`config.mk`:
```
export PLATFORM = sky130hd
export DESIGN_NAME = rggen_apb_master
export DESIGN_NICKNAME = d
export VERILOG_FILES = /design/src/rtl/rggen_rtl_pkg.sv /design/src/rtl/rggen_timeout_counter.sv /design/src/rtl/rggen_apb_master.sv
export SDC_FILE = /design/constraint.sdc
export NUM_CORES = 1
export LEC_CHECK = 0
export ABC_CLOCK_PERIOD_IN_PS = 2200
export CORE_ASPECT_RATIO = 0.5
export CORE_MARGIN = 2
export CORE_UTILIZATION = 35
export CTS_BUF_LIST = sky130_fd_sc_hd__clkbuf_8 sky130_fd_sc_hd__clkbuf_16
export DETAILED_ROUTE_END_ITERATION = 10
export PLACE_DENSITY_LB_ADDON = 0.3
export SYNTH_ARGS = -nofsm -noshare
export SYNTH_HDL_FRONTEND = slang
export SYNTH_SLANG_ARGS = --single-unit
```
`constraint.sdc`:
```
create_clock -name i_clk -period 2.2 [get_ports i_clk]
set_input_delay 0.22 -clock i_clk [delete_from_list [all_inputs] [get_ports i_clk]]
set_output_delay 0.22 -clock i_clk [all_outputs]
set_load 0.02 [all_outputs]
```
`src/rtl/rggen_rtl_pkg.sv`:
```
// Shared types and helpers for the rggen register-bus initiator blocks.
package rggen_rtl_pkg;

    typedef enum logic [1:0] {
        STATE_IDLE,
        STATE_SETUP,
        STATE_ACCESS,
        STATE_RESPOND
    } rggen_apb_master_state_e;

    typedef enum logic [1:0] {
        STATUS_OKAY    = 2'd0,
        STATUS_SLVERR  = 2'd1,
        STATUS_TIMEOUT = 2'd2
    } rggen_status_e;

    // Number of byte-offset bits below a bus word.
    function automatic int word_lsb(input int data_width);
        return $clog2(data_width / 8);
    endfunction

endpackage

```
`src/rtl/rggen_timeout_counter.sv`:
```
// Access-phase wait counter; flags the cycle in which the LIMIT-th stalled cycle occurs.
module rggen_timeout_counter #(
    parameter int LIMIT = 255
) (
    input  logic i_clk,
    input  logic i_rst,
    input  logic i_clear,
    input  logic i_enable,
    output logic o_reached
);
    localparam int W = $clog2(LIMIT + 1);

    logic [W-1:0] count;

    always_ff @(posedge i_clk) begin
        if (i_rst || i_clear) begin
            count <= '0;
        end else if (i_enable && (count != W'(LIMIT))) begin
            count <= count + W'(1);
        end
    end

    // count holds the stalled cycles already seen, so this cycle is number count+1.
    assign o_reached = i_enable && (count == W'(LIMIT - 1));

endmodule

```
`src/rtl/rggen_apb_master.sv`:
```
// APB initiator: one command in, one SETUP/ACCESS transfer, one response out.
// Optional access-phase timeout enabled by defining RGGEN_APB_MASTER_TIMEOUT_EN.
module rggen_apb_master
    import rggen_rtl_pkg::*;
#(
    parameter int ADDRESS_WIDTH  = 8,
    parameter int DATA_WIDTH     = 32,
    parameter int TIMEOUT_CYCLES = 255
) (
    input  logic                      i_clk,
    input  logic                      i_rst,
    input  logic                      i_command_valid,
    output logic                      o_command_ready,
    input  logic                      i_command_write,
    input  logic [ADDRESS_WIDTH-1:0]  i_command_address,
    input  logic [DATA_WIDTH-1:0]     i_command_write_data,
    input  logic [DATA_WIDTH/8-1:0]   i_command_strobe,
    output logic                      o_response_valid,
    input  logic                      i_response_ready,
    output logic [DATA_WIDTH-1:0]     o_response_read_data,
    output logic [1:0]                o_response_status,
    output logic                      o_psel,
    output logic                      o_penable,
    output logic                      o_pwrite,
    output logic [ADDRESS_WIDTH-1:0]  o_paddr,
    output logic [DATA_WIDTH-1:0]     o_pwdata,
    output logic [DATA_WIDTH/8-1:0]   o_pstrb,
    input  logic                      i_pready,
    input  logic                      i_pslverr,
    input  logic [DATA_WIDTH-1:0]     i_prdata
);
    localparam int LSB = word_lsb(DATA_WIDTH);
    localparam logic [ADDRESS_WIDTH-1:0] ADDR_MASK =
        ~((ADDRESS_WIDTH'(1) << LSB) - ADDRESS_WIDTH'(1));

    if (TIMEOUT_CYCLES < 1) begin : g_bad_timeout
        $error("TIMEOUT_CYCLES must be at least 1");
    end

    rggen_apb_master_state_e state;
    logic                    timeout;

`ifdef RGGEN_APB_MASTER_TIMEOUT_EN
    rggen_timeout_counter #(
        .LIMIT (TIMEOUT_CYCLES)
    ) u_timeout_counter (
        .i_clk     (i_clk),
        .i_rst     (i_rst),
        .i_clear   (state == STATE_SETUP),
        .i_enable  ((state == STATE_ACCESS) && !i_pready),
        .o_reached (timeout)
    );
`else
    assign timeout = 1'b0;
`endif

    always_ff @(posedge i_clk) begin
        if (i_rst) begin
            state                <= STATE_IDLE;
            o_command_ready      <= 1'b0;
            o_response_valid     <= 1'b0;
            o_response_read_data <= '0;
            o_response_status    <= '0;
            o_psel               <= 1'b0;
            o_penable            <= 1'b0;
            o_pwrite             <= 1'b0;
            o_paddr              <= '0;
            o_pwdata             <= '0;
            o_pstrb              <= '0;
        end else begin
            case (state)
                STATE_IDLE: begin
                    o_command_ready <= 1'b1;
                    if (i_command_valid && o_command_ready) begin
                        o_command_ready <= 1'b0;
                        o_psel          <= 1'b1;
                        o_pwrite        <= i_command_write;
                        o_paddr         <= i_command_address & ADDR_MASK;
                        o_pwdata        <= i_command_write_data;
                        o_pstrb         <= i_command_write ? i_command_strobe : '0;
                        state           <= STATE_SETUP;
                    end
                end
                STATE_SETUP: begin
                    o_penable <= 1'b1;
                    state     <= STATE_ACCESS;
                end
                STATE_ACCESS: begin
                    // pready wins over a timeout flagged in the same cycle
                    if (i_pready) begin
                        o_psel               <= 1'b0;
                        o_penable            <= 1'b0;
                        o_response_valid     <= 1'b1;
                        o_response_read_data <= o_pwrite ? '0 : i_prdata;
                        o_response_status    <= i_pslverr ? STATUS_SLVERR : STATUS_OKAY;
                        state                <= STATE_RESPOND;
                    end else if (timeout) begin
                        o_psel               <= 1'b0;
                        o_penable            <= 1'b0;
                        o_response_valid     <= 1'b1;
                        o_response_read_data <= '0;
                        o_response_status    <= STATUS_TIMEOUT;
                        state                <= STATE_RESPOND;
                    end
                end
                STATE_RESPOND: begin
                    if (i_response_ready) begin
                        o_response_valid     <= 1'b0;
                        o_response_read_data <= '0;
                        o_response_status    <= '0;
                        o_command_ready      <= 1'b1;
                        state                <= STATE_IDLE;
                    end
                end
                default: begin
                    state <= STATE_IDLE;
                end
            endcase
        end
    end

endmodule

```
# After elaboration in Yosys (flattened, before gate mapping)
# Index checks and enable logic that the tools add are counted.
# Widths: inputs -> output; s select.
# totals
ff_bits	83
latchBits	0
mem_bits_rw	0
romBits	0
in_bits	83
output_inout_bits	83
word_cells	51
n_memories	0
# classes
add_sub_neg	0
mul	0
n_div	0
magnitude_cmp	0
eq_ne	6
shifts	0
muxes	22
bitwise	0
reduce_logical	12
# op_table
cell	count
$mux 32	3
$pmux 32 s2	1
$reduce_and 3->1	3
$mux 2	4
$pmux 1 s2	4
$pmux 2 s4	1
$reduce_bool 2->1	4
$mux 1	7
$ne 2x2->1 const B	3
$reduce_and 2->1	3
$eq 2x2->1 const B	2
$mux 4	1
$pmux 2 s2	1
$eq 2x1->1 const B	1
$logic_not 2->1	1
$logic_and 1x1->1	1

# Longest topological paths before layout
# Gate-level depths: netlist (run 1).
# logic_depth
depth_word	3
depth_mapped	7

# Worst setup path after synthesis (run 1)
# OpenSTA, ideal clock, no wires.
# synth_timing
path_kind	register to register
start	reg state[0]
end	reg o_response_read_data[0]
setup_ps	117
t_arrival_ps	1481
setup_slack_ps	602
stages_incl_launch_ff	8
n_path_buf	2
synth_period_minus_slack_ps	1598
cell_sequence	dfxtp_1 -> inv_1 -> ha_1 -> and4bb_4 -> nor2b_4 -> buf_6 -> buf_8 -> a22o_1
# synth_between
elab_chain_len	3
# synth_lines
element	line	rtl
from (decl)	rggen_apb_master.sv:40	rggen_apb_master_state_e state;
from (signal assigned)	rggen_apb_master.sv:59	state <= STATE_IDLE;
from (signal assigned)	rggen_apb_master.sv:81	state <= STATE_SETUP;
from (signal assigned)	rggen_apb_master.sv:86	state <= STATE_ACCESS;
$eq 2x2->1	rggen_apb_master.sv:71	case (state)
$ne 2x2->1 (no line) / $reduce_bool 2->1 (equally long branches)	--	
$reduce_and 3->1 (no line)	--	
to (signal assigned)	rggen_apb_master.sv:94	o_response_read_data <= o_pwrite ? '0 : i_prdata;
to (decl)	rggen_apb_master.sv:20	output logic [DATA_WIDTH-1:0] o_response_read_data,
# Parallel ways exist; a longest one is shown, timed or not.
# A chain may end at the register's enable or synchronous reset.

# Worst setup path after layout (run 1)
# layout_timing
start	reg state[0]
end	reg o_response_read_data[31]
# The elaborated chain is that of the path after synthesis.

==> results of run 1 <==
[metrics by stage]
step	power (mW)	area [um^2]	hold slack (ns)
2_1_floorplan	2.59	2950	0.353
3_3_place_gp	3.20	4570	0.437
3_5_place_dp	3.22	4570	0.444
4_1_cts	4.82	4890	0.419
5_1_grt	5.01	4890	0.426
6_report	4.77	4890	0.434
[per-layer routing]
metal	GRT usage (%)	share of wire, %	up-vias
li1	-	-	1335
met1	19.6	44	1267
met2	28.5	48	81
met3	6.14	6.1	15
met4	7.18	1.9	0
met5	0	0	-
[critical path: stages (launching register included)]
cell and delay [ns]:
dfxtp_1 0.34, inv_1 0.14, ha_1 0.26, and4bb_4 0.28
nor2b_4 0.62, a22o_1 0.25
[sequential cells by signal (all words and copies together) (netlist names)]
signal and cells:
o_penable 1, o_pstrb 4, o_response_status 1, o_paddr 6
o_pwrite 1, o_pwdata 32, o_psel 1, state 2
o_response_valid 1, o_response_read_data 32, o_command_ready 1
[how the worst max path moves through the flow]
stage,startpoint,end,slack (ns),cells after the start
after floorplan,state[0],o_response_read_data[0],0.60,7
after global placement,i_rst,o_response_read_data[11],0.21,6
after detailed placement,i_rst,o_response_read_data[31],0.19,6
after CTS,state[0],o_response_read_data[23],0.25,5
after global routing,state[0],o_response_read_data[19],0.05,5
final,state[0],o_response_read_data[31],0.23,5
[cells by family after synthesis]
group / count (synthesis) / synth area share (%)
other: 1 / 0.128
adder cells (fa/ha/maj): 6 / 2.55
multiplexers: 3 / 1.11
AO/OA/AOI/OAI: 86 / 19.9
AND/OR/NAND/NOR: 99 / 14.2
flip-flops: 82 / 55.9
buffers and inverters: 28 / 6.22
[area by class of cell]
type,instances,area (um^2)
clock buffers,9,225
clock inverters,7,93.8
fillers,728,3200
inverters,3,11.3
multi-input cells,197,1120
flip-flops and latches,82,1640
well taps,112,140
repair buffers,165,1650
[cells in the mapped netlist (3+ instances only)]
cell type  number  area [um^2]
buf_2           8         40.0
ha_1            6         75.1
a22o_1         33          289
nand3_1         5         25.0
a21oi_1        43          215
buf_8           3         45.0
buf_6           3         33.8
clkbuf_1        7         26.3
buf_4           3         22.5
nor2_1          4         15.0
dfxtp_1        82         1640
nand2_1        84          315
[power by group through the flow]
stage	logic, mW	registers (mW)	clock network (mW)
floorplan	0.547	2.04	0
global placement	1.38	1.82	0
detailed placement	1.39	1.83	0
CTS	1.40	1.80	1.62
global route	1.50	1.82	1.69
finish	1.38	1.80	1.58
[placed cells by master (no fill, tap or decap), drive strengths merged, types with 4 or more instances in the layout]
| master | count |
|---|---|
| a21oi | 43 |
| ha | 6 |
| a22o | 33 |
| nand2 | 84 |
| clkdlybuf4s50 | 160 |
| clkbuf | 9 |
| nor2 | 4 |
| nand3 | 5 |
| buf | 5 |
| dfxtp | 82 |
==> impl_metrics.env, run 1 <==
export IMPL_status="complete, no violations"
export IMPL_io_buffers=160
export IMPL_worst_slack_ns=0.235
export IMPL_drive_gt1_share_pct=5.83
export IMPL_synth_flop_cell="dfxtp_1"
export IMPL_via_per_inst=4.69
export IMPL_synth_edf_count=0
export IMPL_synth_seq_cells=82
export IMPL_timing_hold_violations_final=0
export IMPL_root_buffer="clkbuf_16"
export IMPL_r2r_end="o_response_read_data[31]"
export IMPL_ctsLongestPathBuffers=2
export IMPL_internal_power_mw=3.34
export IMPL_synth_area_um2=2940
export IMPL_rr_worst_depth=5
export IMPL_tns_ns=0
export IMPL_place_ws_ns=0.187
export IMPL_yosysSeqAreaShare_pct=55.9
export IMPL_dpl_cell_count=559
export IMPL_slew_viol_final=0
export IMPL_hp_class="primary input to register"
export IMPL_worst_ep_required_time_ns=2.47
export IMPL_fp_dieH_um=68.8
export IMPL_final_instance_count_excl_fill=575
export IMPL_wl_um=7860
export IMPL_diodes=0
export IMPL_gp_congestion=0.778
export IMPL_grt_pass1_vias=2460
export IMPL_fin_crit_sh_pct=89.3
export IMPL_power_switching_share_pct=29.8
export IMPL_r2r_slack_ns=0.23
export IMPL_fmax_mhz=509
export IMPL_firstDrtPassIters=4
export IMPL_rows=23
export IMPL_antenna_found_initial=0
export IMPL_nets=547
export IMPL_fp_dieArea_um2=9190
export IMPL_cts_tree="yes"
export IMPL_initial_utilization_pct=36.3
export IMPL_hpwl_um=5330
export IMPL_hold_depth=3
export IMPL_wl_per_cell_um=13.7
export IMPL_avgSynthCellArea_um2=9.64
export IMPL_p_comb_share_pct=29.0
export IMPL_power_density_nw_per_um2=976
export IMPL_max_cap_violations=0
export IMPL_ant_nets=0
export IMPL_hp_start="i_command_write_data[17]"
export IMPL_ios=166
export IMPL_post_cts_buffers=0
export IMPL_htree_levels=3
export IMPL_fin_skew_ns=0.00396
export IMPL_area_growth_pct=66.2
export IMPL_worstPathMaxFanout=32
export IMPL_p_sw_mw=1.42
export IMPL_gr_total_overflow=0
export IMPL_initialDrtViolationCount=125
export IMPL_clk_pin_slew_ns=0.06
export IMPL_clock_sinks=82
export IMPL_grt_util_all_layers_pct=16.7
export IMPL_path_class="register to register"
export IMPL_clkPwrFrac_pct=33.2
export IMPL_route_detailed_drc=0
export IMPL_peakVddDrop_uv=435
export IMPL_core_area_um2=8090
export IMPL_async_flop_share_pct=0
export IMPL_synthCells=305
export IMPL_power_frac_seq_pct=37.7
export IMPL_worstMarginPinSlew_ns=0.730
export IMPL_rsz0062_at_grt="no"
export IMPL_ctsResizeCount=0
export IMPL_synth_warnings=0
export IMPL_worstHoldEndpoint="o_pwdata[17]"
export IMPL_cts_hold_buf=0
export IMPL_start_kind="register"
export IMPL_clkLatencyLatePin_ns=0.33
export IMPL_cp_end_kind="register"
export IMPL_grt_first_pass_wirelength_um=12000
export IMPL_grt_max_degree=47
export IMPL_min_period_ns=1.97
export IMPL_ys_types=32
export IMPL_vias=2698
export IMPL_p_leak_nw=1.79
export IMPL_arrival_ns=2.24
export IMPL_die_x_um=134
export IMPL_post_route_util_pct=60.4
export IMPL_r2r_start="state[0]"
export IMPL_numCtsBuffers=9
export IMPL_max_slew_margin_pct=51.3
export IMPL_setup_viol=0
No activity file was read; power rests on OpenSTA's default activity.
==> run 2, diff against run 1 <==
Settings changed: CORE_MARGIN 2 to not set.
==> run 2 against run 1 <==
Net effect: die area down 4.4%; combinational power barely moved; largest cell class unchanged; maximum frequency up 0.25%; cell area up 0.36%; sequential power is essentially flat; non-clock buffer count rose by 1; cell count is 0.17% higher; register-to-register slack about the same; clock-buffer cell count rose by 1; via count shrank 1.4%; total power increased by 0.59%; critical path type unchanged.
==> impl_metrics.env, run 2 (synthesis gave the netlist of run 1 again) <==
export IMPL_peakVddDrop_uv=431
export IMPL_place_area_um2=4570
export IMPL_hold_depth=3
export IMPL_nFillCells=702
export IMPL_firstDrtPassIters=4
export IMPL_initial_utilization_pct=36.5
export IMPL_r2r_start="state[0]"
export IMPL_vias=2661
export IMPL_io_buffers=160
export IMPL_min_period_ns=1.96
export IMPL_rows=23
export IMPL_fin_crit_sh_pct=89.1
export IMPL_grt_first_pass_wirelength_um=11700
export IMPL_initialDrtViolationCount=136
export IMPL_worstMarginPinSlew_ns=0.745
export IMPL_fmax_mhz=510
export IMPL_arrival_ns=2.23
export IMPL_path_class="register to register"
export IMPL_nets=548
export IMPL_post_cts_buffers=0
export IMPL_hpwl_um=5220
export IMPL_dpl_cell_count=560
export IMPL_route_detailed_drc=0
export IMPL_via_per_inst=4.62
export IMPL_grt_pass1_vias=2441
export IMPL_htree_levels=3
export IMPL_p_leak_nw=1.80
export IMPL_diodes=0
export IMPL_timing_hold_violations_final=0
export IMPL_rr_worst_depth=5
export IMPL_status="complete, no violations"
export IMPL_wl_um=7680
export IMPL_gr_total_overflow=0
export IMPL_tns_ns=0
export IMPL_antenna_found_initial=0
export IMPL_die_x_um=132
export IMPL_ios=166
export IMPL_cts_hold_buf=0
export IMPL_worst_slack_ns=0.240
export IMPL_worstPathMaxFanout=32
export IMPL_clkLatencyLatePin_ns=0.33
export IMPL_power_density_nw_per_um2=978
export IMPL_area_growth_pct=66.8
export IMPL_rsz0062_at_grt="no"
export IMPL_fp_dieH_um=66.8
export IMPL_start_kind="register"
export IMPL_reg_top3="o_pwdata (32), o_response_read_data (32), o_paddr (6)"
export IMPL_r2r_slack_ns=0.24
export IMPL_root_buffer="clkbuf_16"
export IMPL_hp_start="i_command_address[3]"
export IMPL_final_instance_count_excl_fill=576
export IMPL_grt_max_degree=46
export IMPL_clk_pin_slew_ns=0.06
export IMPL_fin_skew_ns=0.00531
export IMPL_worstHoldEndpoint="o_paddr[3]"
export IMPL_fp_dieArea_um2=8790
export IMPL_hp_class="primary input to register"
export IMPL_max_slew_margin_pct=50.2
export IMPL_slew_viol_final=0
export IMPL_mostFrequentLayoutCell="clkdlybuf4s50_1"
export IMPL_grt_util_all_layers_pct=17.2
export IMPL_layout_common_cells="clkdlybuf4s50_1 (160), nand2_1 (84), dfxtp_1 (82), a21oi_1 (43), a22o_1 (33)"
export IMPL_cp_end_kind="register"
export IMPL_ctsLongestPathBuffers=2
export IMPL_max_cap_violations=0
export IMPL_place_ws_ns=0.180
export IMPL_worst_ep_required_time_ns=2.47
export IMPL_clock_sinks=82
export IMPL_drive_gt1_share_pct=6.03
export IMPL_final_area_um2=4900
export IMPL_gp_congestion=0.741
export IMPL_setup_viol=0
export IMPL_ctsResizeCount=0
export IMPL_numCtsBuffers=9
export IMPL_post_route_util_pct=60.9
export IMPL_r2r_end="o_response_read_data[8]"
export IMPL_core_area_um2=8060
export IMPL_ant_nets=0
export IMPL_wl_per_cell_um=13.3
export IMPL_cts_tree="yes"
[run 2: per-stage QoR]
stage	power (mW)	hold slack, ns
2_1_floorplan	2.59	0.353
3_3_place_gp	3.20	0.438
3_5_place_dp	3.22	0.442
4_1_cts	4.86	0.418
5_1_grt	5.05	0.430
6_report	4.79	0.431
[run 2: worst max-delay path, stage by stage (launching register included)]
cell and delay, ns:
dfxtp_1 0.34, inv_1 0.14, ha_1 0.25, and4bb_4 0.27, nor2b_4 0.63, a22o_1 0.26
[run 2: report_power, final]
| part | leakage (nW) | internal (mW) | switching (mW) |
|---|---|---|---|
| sequential | 0.665 | 1.68 | 0.109 |
| combinational | 0.975 | 0.674 | 0.715 |
| clock | 0.159 | 1.03 | 0.587 |
[run 2: how the worst max path moves through the flow]
stage                        start  cells after the start                       end  slack (ns)
after floorplan           state[0]                      7   o_response_read_data[0]        0.60
after global placement       i_rst                      4   o_response_read_data[9]        0.21
after detailed placement     i_rst                      4  o_response_read_data[31]        0.18
after CTS                 state[0]                      5   o_response_read_data[0]        0.24
after global routing      state[0]                      5  o_response_read_data[31]        0.13
final                     state[0]                      5   o_response_read_data[8]        0.24
[run 2: routing by layer]
| metal | global-route usage, % | wire length, um |
|---|---|---|
| met1 | 19.0 | 3270 |
| met5 | 0 | 0 |
| met4 | 4.80 | 8 |
| met3 | 7.53 | 464 |
| met2 | 30.7 | 3930 |
[run 2: cell type report]
cell class	count	area, um^2	share of cell area, %
Multi-Input combinational cell	197	1120	22.9
Clock inverter	6	90.1	1.84
Inverter	3	11.3	0.230
Timing Repair Buffer	166	1660	33.8
Sequential cell	82	1640	33.5
Tap cell	112	140	2.86
Clock buffer	10	239	4.87
==> run 3, diff against run 2 <==
Settings changed: SLEW_MARGIN set to 20.
==> results of run 3 <==
No change in the layout: final DEF, timing and power equal those of run 2.
